--- config.mk ---
export PLATFORM = sky130hd
export DESIGN_NAME = ook_frame_tx
export DESIGN_NICKNAME = d
export VERILOG_FILES = /design/src/rtl/ook_frame_tx.sv
export SDC_FILE = /design/constraint.sdc
export NUM_CORES = 1
export LEC_CHECK = 0
export CORE_ASPECT_RATIO = 0.9
export CORE_MARGIN = 8
export CORE_UTILIZATION = 40
export DETAILED_ROUTE_END_ITERATION = 10
export HOLD_SLACK_MARGIN = 0.03
export SLEW_MARGIN = 20
export SYNTH_ARGS = -nofsm -noshare
export SYNTH_HDL_FRONTEND = slang
export SYNTH_SLANG_ARGS = --single-unit
export TNS_END_PERCENT = 50
--- constraint.sdc ---
create_clock -name ref_clk -period 2.6 [get_ports ref_clk]
set_input_delay 0.52 -clock ref_clk [delete_from_list [all_inputs] [get_ports ref_clk]]
set_output_delay 0.52 -clock ref_clk [all_outputs]
set_load 0.01 [all_outputs]
--- src/rtl/ook_frame_tx.sv ---
// On-off keying frame transmitter: sync preamble, pulse-width coded data bits
// and inter-frame gaps, all timed in chips of SYM_DIV ref_clk cycles.
module ook_frame_tx #(
    parameter int FRAME_BITS    = 32,
    parameter int SYM_DIV       = 3600,
    parameter int CHIPS_PER_BIT = 3,
    parameter int ONE_CHIPS     = 2,
    parameter int ZERO_CHIPS    = 1,
    parameter int SYNC_HIGH     = 1,
    parameter int SYNC_LOW      = 10,
    parameter int GAP_CHIPS     = 30
) (
    input  logic                            ref_clk,
    input  logic                            reset_n,
    input  logic                            start,
    input  logic                            abort,
    input  logic [FRAME_BITS-1:0]           frame,
    input  logic [$clog2(FRAME_BITS+1)-1:0] frame_len,
    input  logic [7:0]                      repeats,
    output logic                            ook,
    output logic                            sending,
    output logic                            done
);
    localparam int LEN_W      = $clog2(FRAME_BITS + 1);
    localparam int PRE_W      = (SYM_DIV > 1) ? $clog2(SYM_DIV) : 1;
    localparam int SYNC_CHIPS = SYNC_HIGH + SYNC_LOW;
    localparam int MAX_A      = (SYNC_CHIPS > CHIPS_PER_BIT) ? SYNC_CHIPS : CHIPS_PER_BIT;
    localparam int CHIP_MAX   = (MAX_A > GAP_CHIPS) ? MAX_A : GAP_CHIPS;
    localparam int CHIP_W     = $clog2(CHIP_MAX + 1);

    localparam logic [LEN_W-1:0]  FB_L        = LEN_W'(FRAME_BITS);
    localparam logic [PRE_W-1:0]  PRE_LAST    = PRE_W'(SYM_DIV - 1);
    localparam logic [CHIP_W-1:0] SYNC_HI_L   = CHIP_W'(SYNC_HIGH);
    localparam logic [CHIP_W-1:0] SYNC_LAST   = CHIP_W'(SYNC_CHIPS - 1);
    localparam logic [CHIP_W-1:0] BIT_LAST    = CHIP_W'(CHIPS_PER_BIT - 1);
    localparam logic [CHIP_W-1:0] GAP_LAST    = CHIP_W'(GAP_CHIPS - 1);
    localparam logic [CHIP_W-1:0] ONE_L       = CHIP_W'(ONE_CHIPS);
    localparam logic [CHIP_W-1:0] ZERO_L      = CHIP_W'(ZERO_CHIPS);

    typedef enum logic [1:0] {IDLE, SYNC, DATA, GAP} state_t;

    state_t                 state;
    logic [PRE_W-1:0]       presc;
    logic [CHIP_W-1:0]      chip_cnt;
    logic [LEN_W-1:0]       bits_left;
    logic [LEN_W-1:0]       len_q;
    logic [7:0]             rep_cnt;
    logic [FRAME_BITS-1:0]  frame_q;
    logic [FRAME_BITS-1:0]  data_sh;

    logic [LEN_W-1:0]       len_c;
    logic [FRAME_BITS-1:0]  frame_al;
    logic                   chip_last;
    logic [CHIP_W-1:0]      chip_nx;
    logic [CHIP_W-1:0]      high_chips;

    // Frames are stored MSB-aligned so the current data bit is always the top bit.
    assign len_c      = (frame_len > FB_L) ? FB_L : frame_len;
    assign frame_al   = frame << (FB_L - len_c);
    assign chip_last  = (presc == PRE_LAST);
    assign chip_nx    = chip_cnt + 1'b1;
    assign high_chips = data_sh[FRAME_BITS-1] ? ONE_L : ZERO_L;

    // Request/completion: start is taken on any edge where the block is idle and
    // frame_len is nonzero; done pulses once, on the cycle sending drops after a
    // full transmission, and a new start may be presented in that same cycle.
    always_ff @(posedge ref_clk or negedge reset_n) begin
        if (!reset_n) begin
            state     <= IDLE;
            presc     <= '0;
            chip_cnt  <= '0;
            bits_left <= '0;
            len_q     <= '0;
            rep_cnt   <= '0;
            frame_q   <= '0;
            data_sh   <= '0;
            ook       <= 1'b0;
            sending   <= 1'b0;
            done      <= 1'b0;
        end else begin
            done <= 1'b0;
            if (state == IDLE) begin
                ook <= 1'b0;
                if (start && frame_len != '0) begin
                    state    <= SYNC;
                    presc    <= '0;
                    chip_cnt <= '0;
                    frame_q  <= frame_al;
                    len_q    <= len_c;
                    rep_cnt  <= (repeats == 8'd0) ? 8'd1 : repeats;
                    ook      <= 1'b1;
                    sending  <= 1'b1;
                end
            end else if (abort) begin
                state    <= IDLE;
                presc    <= '0;
                chip_cnt <= '0;
                ook      <= 1'b0;
                sending  <= 1'b0;
            end else begin
                presc <= chip_last ? '0 : presc + 1'b1;
                if (chip_last) begin
                    case (state)
                        SYNC: begin
                            if (chip_cnt == SYNC_LAST) begin
                                state     <= DATA;
                                chip_cnt  <= '0;
                                bits_left <= len_q;
                                data_sh   <= frame_q;
                                ook       <= frame_q[FRAME_BITS-1] ? (ONE_L != '0) : (ZERO_L != '0);
                            end else begin
                                chip_cnt <= chip_nx;
                                ook      <= (chip_nx < SYNC_HI_L);
                            end
                        end
                        DATA: begin
                            if (chip_cnt == BIT_LAST) begin
                                chip_cnt <= '0;
                                if (bits_left == LEN_W'(1)) begin
                                    ook <= 1'b0;
                                    if (rep_cnt > 8'd1) begin
                                        state   <= GAP;
                                        rep_cnt <= rep_cnt - 8'd1;
                                    end else begin
                                        state   <= IDLE;
                                        sending <= 1'b0;
                                        done    <= 1'b1;
                                    end
                                end else begin
                                    bits_left <= bits_left - 1'b1;
                                    data_sh   <= data_sh << 1;
                                    ook       <= data_sh[FRAME_BITS-2] ? (ONE_L != '0) : (ZERO_L != '0);
                                end
                            end else begin
                                chip_cnt <= chip_nx;
                                ook      <= (chip_nx < high_chips);
                            end
                        end
                        GAP: begin
                            if (chip_cnt == GAP_LAST) begin
                                state    <= SYNC;
                                chip_cnt <= '0;
                                ook      <= 1'b1;
                            end else begin
                                chip_cnt <= chip_nx;
                                ook      <= 1'b0;
                            end
                        end
                        default: begin
                            state   <= IDLE;
                            ook     <= 1'b0;
                            sending <= 1'b0;
                        end
                    endcase
                end
            end
        end
    end
endmodule

# Word-level counts from Yosys, hierarchy flattened
# Index checks and enable logic that the tools add are counted.
dict set report classes {
  addsub 5
  n_lt_le_gt_ge 4
  n_eq_ne 19
  shift 1
  n_mux 65
  bitwise_logic 2
  reduce_logical 19
}
# cell n
set op_table {}
lappend op_table {{32-bit 2-to-1 mux} 3}
lappend op_table {{8-bit 2-to-1 mux} 9}
lappend op_table {{32-bit case mux with 2 select lines} 1}
lappend op_table {{12-bit 2-to-1 mux} 4}
lappend op_table {{5-bit 2-to-1 mux} 7}
lappend op_table {{32-bit by 6-bit left shift with 32-bit output} 1}
lappend op_table {{6-bit 2-to-1 mux} 4}
lappend op_table {{1-bit 2-to-1 mux} 22}
lappend op_table {{2-bit 2-to-1 mux} 10}
lappend op_table {{4-bit != test, second input constant} 5}
lappend op_table {{5-bit case mux with 3 select lines} 1}
lappend op_table {{7-bit AND reduction} 2}
lappend op_table {{12-bit by 1-bit adder with 12-bit output, second input constant} 1}
lappend op_table {{12-bit equality test, second input constant} 1}
lappend op_table {{6-bit case mux with 2 select lines} 1}
lappend op_table {{6-bit AND reduction} 2}
lappend op_table {{2-bit nonzero test} 6}
lappend op_table {{8-bit by 1-bit > comparator with 1-bit output, second input constant} 1}
lappend op_table {{8-bit zero test} 1}
lappend op_table {{8-bit by 1-bit subtractor with 8-bit output, second input constant} 1}
lappend op_table {{6-bit by 1-bit equality test with 1-bit output, second input constant} 1}
lappend op_table {{6-bit > comparator, second input constant} 1}
lappend op_table {{2-bit != test, second input constant} 3}
lappend op_table {{2-bit case mux with 3 select lines} 1}
lappend op_table {{other kinds (23)} 26}
dict set report word_totals {
  register_bits 106
  input_bits 50
  word_cells 126
}

# Depth between registers and ports, before layout
dict set report depth {
  depth_word 8
  depth_mapped 12
}

# Worst setup path after synthesis
# Ideal clock, no wire load.
dict set report synth_path {
  kind {input port to flip-flop}
  startpoint {input port frame_len[0]}
  endpoint {register frame_q[28]}
  setup_ps 126
  t_arrival_ps 2676
  setup_slack_ps -202
  path_stages 11
  n_path_buf 3
  cell_sequence {nor2b_2 -> buf_6 -> buf_8 -> inv_1 -> ha_1 -> clkbuf_1 -> mux4_2 -> mux2_2 -> o21ai_0 -> a21oi_1 -> a221o_1}
}
dict set report synth_between {
  elab_chain_len 4
}
# item line
set synth_rtl {}
lappend synth_rtl {{start: declaration} 18} ;# input logic [$clog2(FRAME_BITS+1)-1:0] frame_len,
lappend synth_rtl {{6-bit > comparator} 58} ;# assign len_c = (frame_len > FB_L) ? FB_L : frame_len;
lappend synth_rtl {{6-bit 2-to-1 mux} 58}
lappend synth_rtl {{6-bit subtractor} 59} ;# assign frame_al = frame << (FB_L - len_c);
lappend synth_rtl {{32-bit by 6-bit left shift with 32-bit output} 59}
lappend synth_rtl {{end signal: assignment} 88} ;# frame_q <= frame_al;
lappend synth_rtl {{end: declaration} 48} ;# logic [FRAME_BITS-1:0] frame_q;
# Several ways; a longest one is shown, not always the timed one.
# A chain may end at the register's enable or synchronous reset.

# Worst setup path after layout
# Same ends and word-level chain as after synthesis.

==> results.toml <==
[detailed_routing]
drc = 0
postRouteAntennaNets = 0
routedWlPerCell_um = 17.82
vias = 6006
drtIter0Drc = 396
firstDrtPassIters = 5
finalWirelength_um = 19080
routed_via_density = 5.608

[worst_setup_path]
worst_setup_path_end_kind = "flop"
crit_family = "multiplexers"
critPathRequiredTime_ps = 2830
path_max_fanout = 13
cp_cell_sequence = "clkdlybuf4s50_1, nor2b_4, buf_4, buf_12, mux2i_1, mux2i_2, mux2i_2, mux2i_1, a221o_1"
worstSetupPathType = "input port to flop"
crit_buf_inv = 3
critPathArrivalTime_ps = 2830
slowest_stage = "clkdlybuf4s50_1"
r2r_end = "rep_cnt[6]$_DFFE_PN0P_"
r2r-start = "rep_cnt[0]$_DFFE_PN0P_"
start_kind = "input port"
cp_num_cells = 9
r2r_setup_slack_ps = 240
slowest_delay_ps = 480
reg2reg_depth = 8

[floorplanning]
die_x_um = 153.8
start_util_pct = 40.62
ios = 53
die_height_um = 140.1
core-area_um2 = 16830
rows = 45
dieArea_um2 = 21540

[timing]
final-hold-violation-count = 0
grt_setup_unrepaired = "yes"
worst_slew_pin_slew_ps = 554.4
max_freq_ghz = 0.3856
fin_crit_ps = 2593
slew_viol_final = 0
fin_skew_ps = 5.246
slew_headroom_pct = 61.98
whs_ps = 52.99
setup_viol = 0
fin_crit_sh_pct = 99.74

[clock_network]
cts_root_buf = "clkbuf_16"
cts_max_path_buffers = 2
clk_pin_slew_ps = 70
cts_tree = "built"
cts_inserted_buffers = 9
htree_levels = 3
clock_sinks = 106
worstSkewPairLatency_ps = 350

[power_and_ir_drop]
p_leak_uw = 0.003885
p_per_area_nw_per_um2 = 702.2
irDropWorstVdd_uv = 399.1
power_uw = 6152

[placed_design]
gp_congestion = 0.8834
portBuffers = 52
postPlaceCellArea_um2 = 8328
dp_hpwl_um = 14880
dpl.cell_count = 1053

[layout]
design_area_um2 = 8761
nFillCells = 1525
nets = 915
regArea_um2 = 2653
final_util_pct = 52.04
post_route_cells_drive_above_1_share_pct = 22.79
final_cells = 1071
area.growth.synth_to_final_pct = 28.10
multi_input_area_um2 = 4051
insertedDiodeCount = 0

[global_route]
overflow = 0
grt_pass1_wl_um = 31240
grt_max_degree = 67
antenna_found_initial = 0
globalRouteTotalUtil_pct = 17.65
grt_pass1_vias = 5908

[yosys]
ys_warn_count = 0
avgSynthCellArea_um2 = 9.330
synth_top_cell_area_share_pct = 38.79
synth_cell_types = 67
ys_top_cells_by_area = "dfrtp_1 39%, mux2i_1 11%, o21ai_0 7.3%"
synth-seq-cells = 106
synth_top_area_cell = "dfrtp_1"
syn_nets = 793
synth_seq_area_share_pct = 38.79
synth_top_flop_cell = "dfrtp_1"
synth_area_um2 = 6839
ys_async_sr_fraction_pct = 100.0
synth_edf_count = 0
syn-instance-count = 733

[run_status]
status = "completed"

[min_path]
hp-class = "input port to async pin"

[flow_run]
maxCapViolCount = 0
[routing by layer]
layer	GRT usage, %	routed length [um]	vias up	part of all wire [%]
li1	-	-	2923	-
met1	24.99	9713	2941	51
met2	27.47	8489	129	44
met3	2.737	629	13	3.3
met4	4.894	250	0	1.3
met5	0	0	-	0
[timing repair]
| action | 4_1_cts | 5_1_grt |
|---|---|---|
| buffers inserted | 0 | 1 |
| endpoints found under the setup margin | 3 | 22 |
| pin swaps | 0 | 1 |
| gates resized for setup | 6 | 23 |
| hold buffers | 0 | 0 |
| gates cloned | 0 | 1 |
[metrics by stage]
step | setup slack, ps | TNS (ps)
finish | 6.712 | 0
global route | -106.5 | -444.6
CTS | 7.801 | 0
detailed placement | -472.6 | -10380
global placement | -409.7 | -7919
floorplan | 16.84 | 0
[final cells by class]
| cell class | instances | area share [%] |
|---|---|---|
| Multi-Input combinational cell | 565 | 46.24 |
| Timing Repair Buffer | 160 | 16.80 |
| Inverter | 13 | 0.5570 |
| Clock buffer | 12 | 2.813 |
| Tap cell | 211 | 3.013 |
| Sequential cell | 106 | 30.28 |
| Clock inverter | 4 | 0.2999 |
[kinds of logic (layout without fill, tap and decap cells)]
kind of cell               count (synthesis)  in the layout  share of synthesized area, %
DFF                                      106            106                         38.79
buffers and inverters                     62            189                         4.336
and+or+nand+nor                          251            251                         17.23
muxes                                    106            106                         19.48
AOI/OAI and AO/OA                        196            196                         17.69
xor gates and xnor gates                   2              2                        0.6404
adders and majority gates                 10             10                         1.829
[sequential cells by signal, summed over array words and instances, names as in the netlist]
name       cells
presc         12
rep_cnt        8
frame_q       32
bits_left      6
len_q          6
data_sh       32
state          2
sending        1
ook            1
done           1
chip_cnt       5
[placed cells by master (no fill, tap or decap), drive strengths merged, types with 18 or more instances in the layout]
cell type,count
nor2,45
nand2,119
o21ai,105
nand3,18
clkdlybuf4s50,51
buf,108
mux4,21
dfrtp,106
a21oi,25
mux2i,78
[worst max path at each step]
stage,from,endpoint,slack (ps)
finish,frame_len[0],frame_q[28]$_DFFE_PN0P_,7
global route,frame_len[0],frame_q[29]$_DFFE_PN0P_,-110
CTS,frame_len[0],frame_q[30]$_DFFE_PN0P_,8
detailed placement,frame_len[5],frame_q[28]$_DFFE_PN0P_,-470
global placement,frame_len[0],frame_q[28]$_DFFE_PN0P_,-410
floorplan,frame_len[0],frame_q[28]$_DFFE_PN0P_,20
[where the power goes]
group / total (uW) / switching, uW / leakage [uW] / internal [uW]
combinational: 2580 / 1350 / 0.00234 / 1230
clock: 1280 / 604 / 0.000133 / 678
sequential: 2290 / 278 / 0.00141 / 2010
total: 6150 / 2230 / 0.00389 / 3920
[cells in the mapped netlist (6+ instances only)]
library cell,instances
and3_1,6
nand3_1,18
ha_1,10
o211ai_1,9
nand4_1,7
a21oi_1,25
inv_1,12
nor3_1,14
and2_1,6
a31oi_1,6
buf_2,9
dfrtp_1,106
mux4_2,21
mux2i_1,78
mux2_2,7
clkbuf_1,30
o21ai_0,100
a22oi_1,7
o31ai_1,8
nor2_1,45
nand2_1,119
[worst register-to-register path: cells and delay by family (launching register included)]
family / cells / cell delay, ps
AND/OR/NAND/NOR: 1 / 150
buffers and inverters: 2 / 280
flip-flops: 1 / 420
adder cells (fa/ha/maj): 1 / 260
AO/OA/AOI/OAI: 4 / 1120
(Power assumes the default switching activity.)
